`config.mk`:
```
export PLATFORM = sky130hd
export DESIGN_NAME = spi_memory_burst
export DESIGN_NICKNAME = d
export VERILOG_FILES = /design/src/rtl/spi_memory_pkg.sv /design/src/rtl/spi_memory_burst_input_conditioner.sv /design/src/rtl/spi_memory_burst.sv
export SDC_FILE = /design/constraint.sdc
export NUM_CORES = 1
export LEC_CHECK = 0
export ABC_CLOCK_PERIOD_IN_PS = 2950
export CAP_MARGIN = 20
export CORE_MARGIN = 10
export CORE_UTILIZATION = 50
export DETAILED_ROUTE_END_ITERATION = 7
export HOLD_SLACK_MARGIN = 0.05
export MAX_ROUTING_LAYER = met4
export PLACE_DENSITY = 0.7
export SKIP_CTS_REPAIR_TIMING = 1
export SKIP_LAST_GASP = 1
export SYNTH_ARGS = -nofsm -noshare
export SYNTH_HDL_FRONTEND = slang
export SYNTH_HIERARCHICAL = 1
export SYNTH_SLANG_ARGS = --single-unit
```
`constraint.sdc`:
```
create_clock -name clk -period 2.95 [get_ports clk]
set_input_delay 0.59 -clock clk [delete_from_list [all_inputs] [get_ports clk]]
set_output_delay 0.59 -clock clk [all_outputs]
set_load 0.05 [all_outputs]
```
`src/rtl/spi_memory_pkg.sv`:
```
// Shared encodings for the SPI burst memory: FSM states and the R/W header bit.
package spi_memory_pkg;

    typedef enum logic [1:0] {
        IDLE   = 2'd0,
        HEADER = 2'd1,
        READ   = 2'd2,
        WRITE  = 2'd3
    } state_t;

    localparam logic RW_READ  = 1'b1;
    localparam logic RW_WRITE = 1'b0;

endpackage

```
`src/rtl/spi_memory_burst_input_conditioner.sv`:
```
// Synchroniser for one asynchronous SPI pin with aligned level and edge pulses.
// The level output is delayed one extra flop so it lines up with the pulses.
module input_conditioner #(
    parameter int   SYNC_STAGES = 2,
    parameter logic RESET_VAL   = 1'b0
) (
    input  logic clk,
    input  logic reset,
    input  logic noisy_in,
    output logic conditioned,
    output logic rise_pulse,
    output logic fall_pulse
);

    logic [SYNC_STAGES-1:0] sync;
    logic                   last;

    assign last = sync[SYNC_STAGES-1];

    always_ff @(posedge clk) begin
        if (reset) begin
            sync        <= {SYNC_STAGES{RESET_VAL}};
            conditioned <= RESET_VAL;
            rise_pulse  <= 1'b0;
            fall_pulse  <= 1'b0;
        end else begin
            sync        <= {sync[SYNC_STAGES-2:0], noisy_in};
            conditioned <= last;
            rise_pulse  <= last & ~conditioned;
            fall_pulse  <= ~last & conditioned;
        end
    end

endmodule

```
`src/rtl/spi_memory_burst.sv`:
```
// SPI mode-0 slave memory: address, R/W bit, then words at auto-incremented
// addresses for as long as chip select stays low.
module spi_memory_burst
    import spi_memory_pkg::*;
#(
    parameter int ADDR_WIDTH  = 7,
    parameter int DATA_WIDTH  = 8,
    parameter int SYNC_STAGES = 2
) (
    input  logic       clk,
    input  logic       reset,
    input  logic       sclk_pin,
    input  logic       cs_pin,
    input  logic       mosi_pin,
    output logic       miso_pin,
    output logic       miso_en,
    output logic [3:0] leds
);

    localparam int DEPTH   = 2 ** ADDR_WIDTH;
    localparam int CNT_MAX = (ADDR_WIDTH + 1 > DATA_WIDTH) ? ADDR_WIDTH + 1 : DATA_WIDTH;
    localparam int CNT_W   = $clog2(CNT_MAX + 1);

    localparam logic [CNT_W-1:0] HDR_LAST  = CNT_W'(ADDR_WIDTH);
    localparam logic [CNT_W-1:0] WORD_LAST = CNT_W'(DATA_WIDTH - 1);

    logic sclk_sync, sclk_rise, sclk_fall;
    logic cs_sync, cs_rise, cs_fall;
    logic mosi_sync, mosi_rise, mosi_fall;
    logic unused_pulses;

    input_conditioner #(
        .SYNC_STAGES (SYNC_STAGES),
        .RESET_VAL   (1'b0)
    ) u_sclk (
        .clk         (clk),
        .reset       (reset),
        .noisy_in    (sclk_pin),
        .conditioned (sclk_sync),
        .rise_pulse  (sclk_rise),
        .fall_pulse  (sclk_fall)
    );

    input_conditioner #(
        .SYNC_STAGES (SYNC_STAGES),
        .RESET_VAL   (1'b1)
    ) u_cs (
        .clk         (clk),
        .reset       (reset),
        .noisy_in    (cs_pin),
        .conditioned (cs_sync),
        .rise_pulse  (cs_rise),
        .fall_pulse  (cs_fall)
    );

    input_conditioner #(
        .SYNC_STAGES (SYNC_STAGES),
        .RESET_VAL   (1'b0)
    ) u_mosi (
        .clk         (clk),
        .reset       (reset),
        .noisy_in    (mosi_pin),
        .conditioned (mosi_sync),
        .rise_pulse  (mosi_rise),
        .fall_pulse  (mosi_fall)
    );

    assign unused_pulses = ^{cs_rise, mosi_rise, mosi_fall};

    state_t                 state, state_n;
    logic [ADDR_WIDTH-1:0]  addr, addr_n;
    logic [CNT_W-1:0]       cnt, cnt_n;
    logic [DATA_WIDTH-1:0]  wsh, wsh_n;
    logic [DATA_WIDTH-1:0]  rsh, rsh_n;
    logic                   miso_q, miso_n;
    logic                   en_q, en_n;
    logic                   wr_pend, wr_pend_n;
    logic [ADDR_WIDTH-1:0]  wr_addr, wr_addr_n;
    logic [DATA_WIDTH-1:0]  wr_word, wr_word_n;

    logic [DATA_WIDTH-1:0]  mem [DEPTH];
    logic [DATA_WIDTH-1:0]  rd_word;

    assign rd_word  = mem[addr];
    assign miso_pin = miso_q;
    assign miso_en  = en_q;
    assign leds     = {state, cs_sync, sclk_sync};

    always_comb begin
        state_n   = state;
        addr_n    = addr;
        cnt_n     = cnt;
        wsh_n     = wsh;
        rsh_n     = rsh;
        miso_n    = miso_q;
        en_n      = en_q;
        wr_pend_n = 1'b0;
        wr_addr_n = wr_addr;
        wr_word_n = wr_word;

        unique case (state)
            IDLE: begin
                en_n   = 1'b0;
                miso_n = 1'b0;
                if (cs_fall) begin
                    state_n = HEADER;
                    cnt_n   = '0;
                end
            end
            HEADER: begin
                if (sclk_rise) begin
                    if (cnt == HDR_LAST) begin
                        state_n = (mosi_sync == RW_READ) ? READ : WRITE;
                        cnt_n   = '0;
                    end else begin
                        addr_n = {addr[ADDR_WIDTH-2:0], mosi_sync};
                        cnt_n  = cnt + 1'b1;
                    end
                end
            end
            WRITE: begin
                if (sclk_rise) begin
                    wsh_n = {wsh[DATA_WIDTH-2:0], mosi_sync};
                    if (cnt == WORD_LAST) begin
                        wr_pend_n = 1'b1;
                        wr_addr_n = addr;
                        wr_word_n = wsh_n;
                        addr_n    = addr + 1'b1;
                        cnt_n     = '0;
                    end else begin
                        cnt_n = cnt + 1'b1;
                    end
                end
            end
            READ: begin
                // A fall at word start prefetches; later falls shift the next bit out.
                if (sclk_fall) begin
                    if (cnt == '0) begin
                        rsh_n  = rd_word;
                        miso_n = rd_word[DATA_WIDTH-1];
                        en_n   = 1'b1;
                    end else begin
                        rsh_n  = rsh << 1;
                        miso_n = rsh[DATA_WIDTH-2];
                    end
                end
                if (sclk_rise) begin
                    if (cnt == WORD_LAST) begin
                        addr_n = addr + 1'b1;
                        cnt_n  = '0;
                    end else begin
                        cnt_n = cnt + 1'b1;
                    end
                end
            end
            default: state_n = IDLE;
        endcase

        // Deselect wins, but a write word completed this cycle still commits.
        if (cs_sync) begin
            state_n = IDLE;
            cnt_n   = '0;
            en_n    = 1'b0;
            miso_n  = 1'b0;
        end
    end

    always_ff @(posedge clk) begin
        if (reset) begin
            state   <= IDLE;
            addr    <= '0;
            cnt     <= '0;
            wsh     <= '0;
            rsh     <= '0;
            miso_q  <= 1'b0;
            en_q    <= 1'b0;
            wr_pend <= 1'b0;
            wr_addr <= '0;
            wr_word <= '0;
        end else begin
            state   <= state_n;
            addr    <= addr_n;
            cnt     <= cnt_n;
            wsh     <= wsh_n;
            rsh     <= rsh_n;
            miso_q  <= miso_n;
            en_q    <= en_n;
            wr_pend <= wr_pend_n;
            wr_addr <= wr_addr_n;
            wr_word <= wr_word_n;
        end
    end

    always_ff @(posedge clk) begin
        if (wr_pend) begin
            mem[wr_addr] <= wr_word;
        end
    end

endmodule

```
==> results.ini <==
[critical_path]
worst_ep_arrival_time_ns=3.43
reg2reg_to=rsh[3]
critPathMaxFanout=29
start_kind=flop
crit_required_ns=3.51
criticalPathCategory=flop to flop
r2r_setup_slack_ns=0.09
reg2regPathDepth=8
critPathCaptureType=flop

[floorplan]
row_count=106
core_area_sq_um=83800
die_y_um=311
start_util_pct=50.5
num_io_pins=11
fp.dieW_um=311
die_area_sq_um=96700

[grt]
grt_pass1_vias=22000
grt_usage_pct=20.7
antenna_found_initial=1
grt_pass1_wl_um=147000
grt_max_degree=93
grt-ovfl-total=0

[place]
dpl-instance-area_sq_um=45100
gp_congestion=0.923
dp_hpwl_um=61700
dp_slack_ns=0.121
io_buffers=10

[cts]
numCtsBuffers=106
clkLatencyLatePin_ns=0.68
cts_root_buf=clkbuf_16
clkTransAtPathRegs_ns=0.06
cts_tree=yes
cts_buffer_depth=3
numClockSinks=1088
htree_levels=3

[timing]
max_freq_mhz=349
max_slew_margin_pct=33.9
setup_viol=0
skew_ns=0.0327
setup_ws_ns=0.0855
final_max_slew_viol_count=0
rsz0062_at_grt=false
period_share_pct=97.1
setup_tns_ns=0
hold_viol=0
worst_slew_pin_slew_ns=0.991
fin_crit_ns=2.86

[job]
drv_cap=0

[power]
irDropWorstVdd_mv=0.593
finalPower_mw=30.5
p_per_area_nw_per_um2=627
cellLeakagePower_nw=15.4

[synthesis]
synth_nets=2122
netlist_instances=2114
ys_warn_count=6
synthesis.area_sq_um=42300
avgSynthCellArea_sq_um=20.0

[route]
wire_per_inst_um=27.4
num_vias=21700
drtIter0Drc=2641
wl_um=97800
drc_errors=0
vias_per_cell=6.08
ant_nets=0
firstDrtPassIters=5

[finish]
nNetsFinal=2354
regArea_sq_um=32100
drive_above_1_share_pct=26.7
fin_area_sq_um=48700
synthToLayoutAreaGrowth_pct=15.0
multi_input_area_sq_um=9420
fill_cells=6064

[hold_path]
min_to=rsh[6]
hold_depth=3
hold_start=reset
min_path_type=primary input to flop

[run_status]
status=finished clean

==> through the flow <==
stage	util, %	hold slack (ns)	instances
CTS	58.1	0.373	3566
floorplan	-	0.383	2114
global placement	53.8	0.389	3372
finish	58.1	0.407	3567
detailed placement	53.8	0.396	3372
global route	58.1	0.390	3567
==> cells in the final DEF, fill, tap and decap left out, drive strengths merged, types with 2 or more instances in the layout <==
cell type / count
or4: 2
nor2b: 20
nand3b: 3
mux2: 4
nor3: 12
or4b: 2
nor4: 2
a41o: 6
or2: 7
a211oi: 10
a22o: 4
buf: 236
a21oi: 53
nor2: 162
dfxtp: 64
clkinv: 24
o31ai: 3
o211ai: 8
nand4: 7
clkinvlp: 3
o22ai: 12
inv: 10
and3: 2
nand2: 84
o21ai: 32
mux2i: 86
a22oi: 69
edfxtp: 1024
clkbuf: 151
a221oi: 17
nand2b: 6
mux4: 238
bufinv: 12
nand3: 23
ha: 3
or3: 4
nor3b: 4
clkdlybuf4s50: 9
and2: 3
==> flip-flops by register name, summed over array words and instances, names as in the netlist, named ones only <==
register,cells
wr_addr,7
mem,1024
miso_pin,1
wr_pend,1
u_sclk/fall_pulse,1
miso_en,1
state,2
u_mosi/sync,2
u_cs/conditioned,1
u_mosi/conditioned,1
addr,7
wsh,7
u_sclk/sync,2
u_sclk/conditioned,1
u_sclk/rise_pulse,1
wr_word,8
u_cs/sync,2
rsh,7
cnt,4
u_cs/fall_pulse,1
==> cell type report <==
| type | count | share of cell area (%) |
|---|---|---|
| flip-flops and latches | 1088 | 65.8 |
| multi-input cells | 899 | 19.3 |
| clock buffers | 151 | 6.30 |
| repair buffers | 245 | 4.43 |
| well taps | 1134 | 2.91 |
| clock inverters | 43 | 1.13 |
| inverters | 6 | 0.0462 |
| diodes | 1 | 0.00514 |
==> routing by layer <==
layer / vias up / wire, um / track usage (%) / part of all wire (%)
met5: - / 0 / - / 0
met4: 0 / 2890 / 6.45 / 3.0
met3: 203 / 8650 / 3.85 / 8.8
met2: 1039 / 47300 / 32.0 / 48
met1: 11300 / 39000 / 27.8 / 40
li1: 9158 / - / - / -
==> where the power goes <==
part	internal [mW]	switching, mW
Sequential	16.6	0.00291
Combinational	0.0114	0.0189
Clock	8.27	5.62
Total	24.9	5.64
==> how the worst max path moves through the flow <==
stage	slack (ns)	depth (start not counted)	start	to
final	0.09	8	flop	rsh[3]
after CTS	0.11	8	flop	rsh[3]
after global routing	0.02	8	flop	rsh[2]
after detailed placement	0.12	6	flop	rsh[6]
after global placement	0.15	6	flop	rsh[6]
after floorplan	0.58	0	wr_word[0]	mem[0][0]
==> critical path, stage by stage (launching register included) <==
cell	delay, ns
dfxtp_4	0.48
buf_12	0.27
buf_12	0.24
mux4_1	0.62
a22oi_1	0.45
nand2_1	0.10
o21ai_1	0.22
o22ai_1	0.11
a41o_1	0.22
Power figures use the tool's default switching activity.
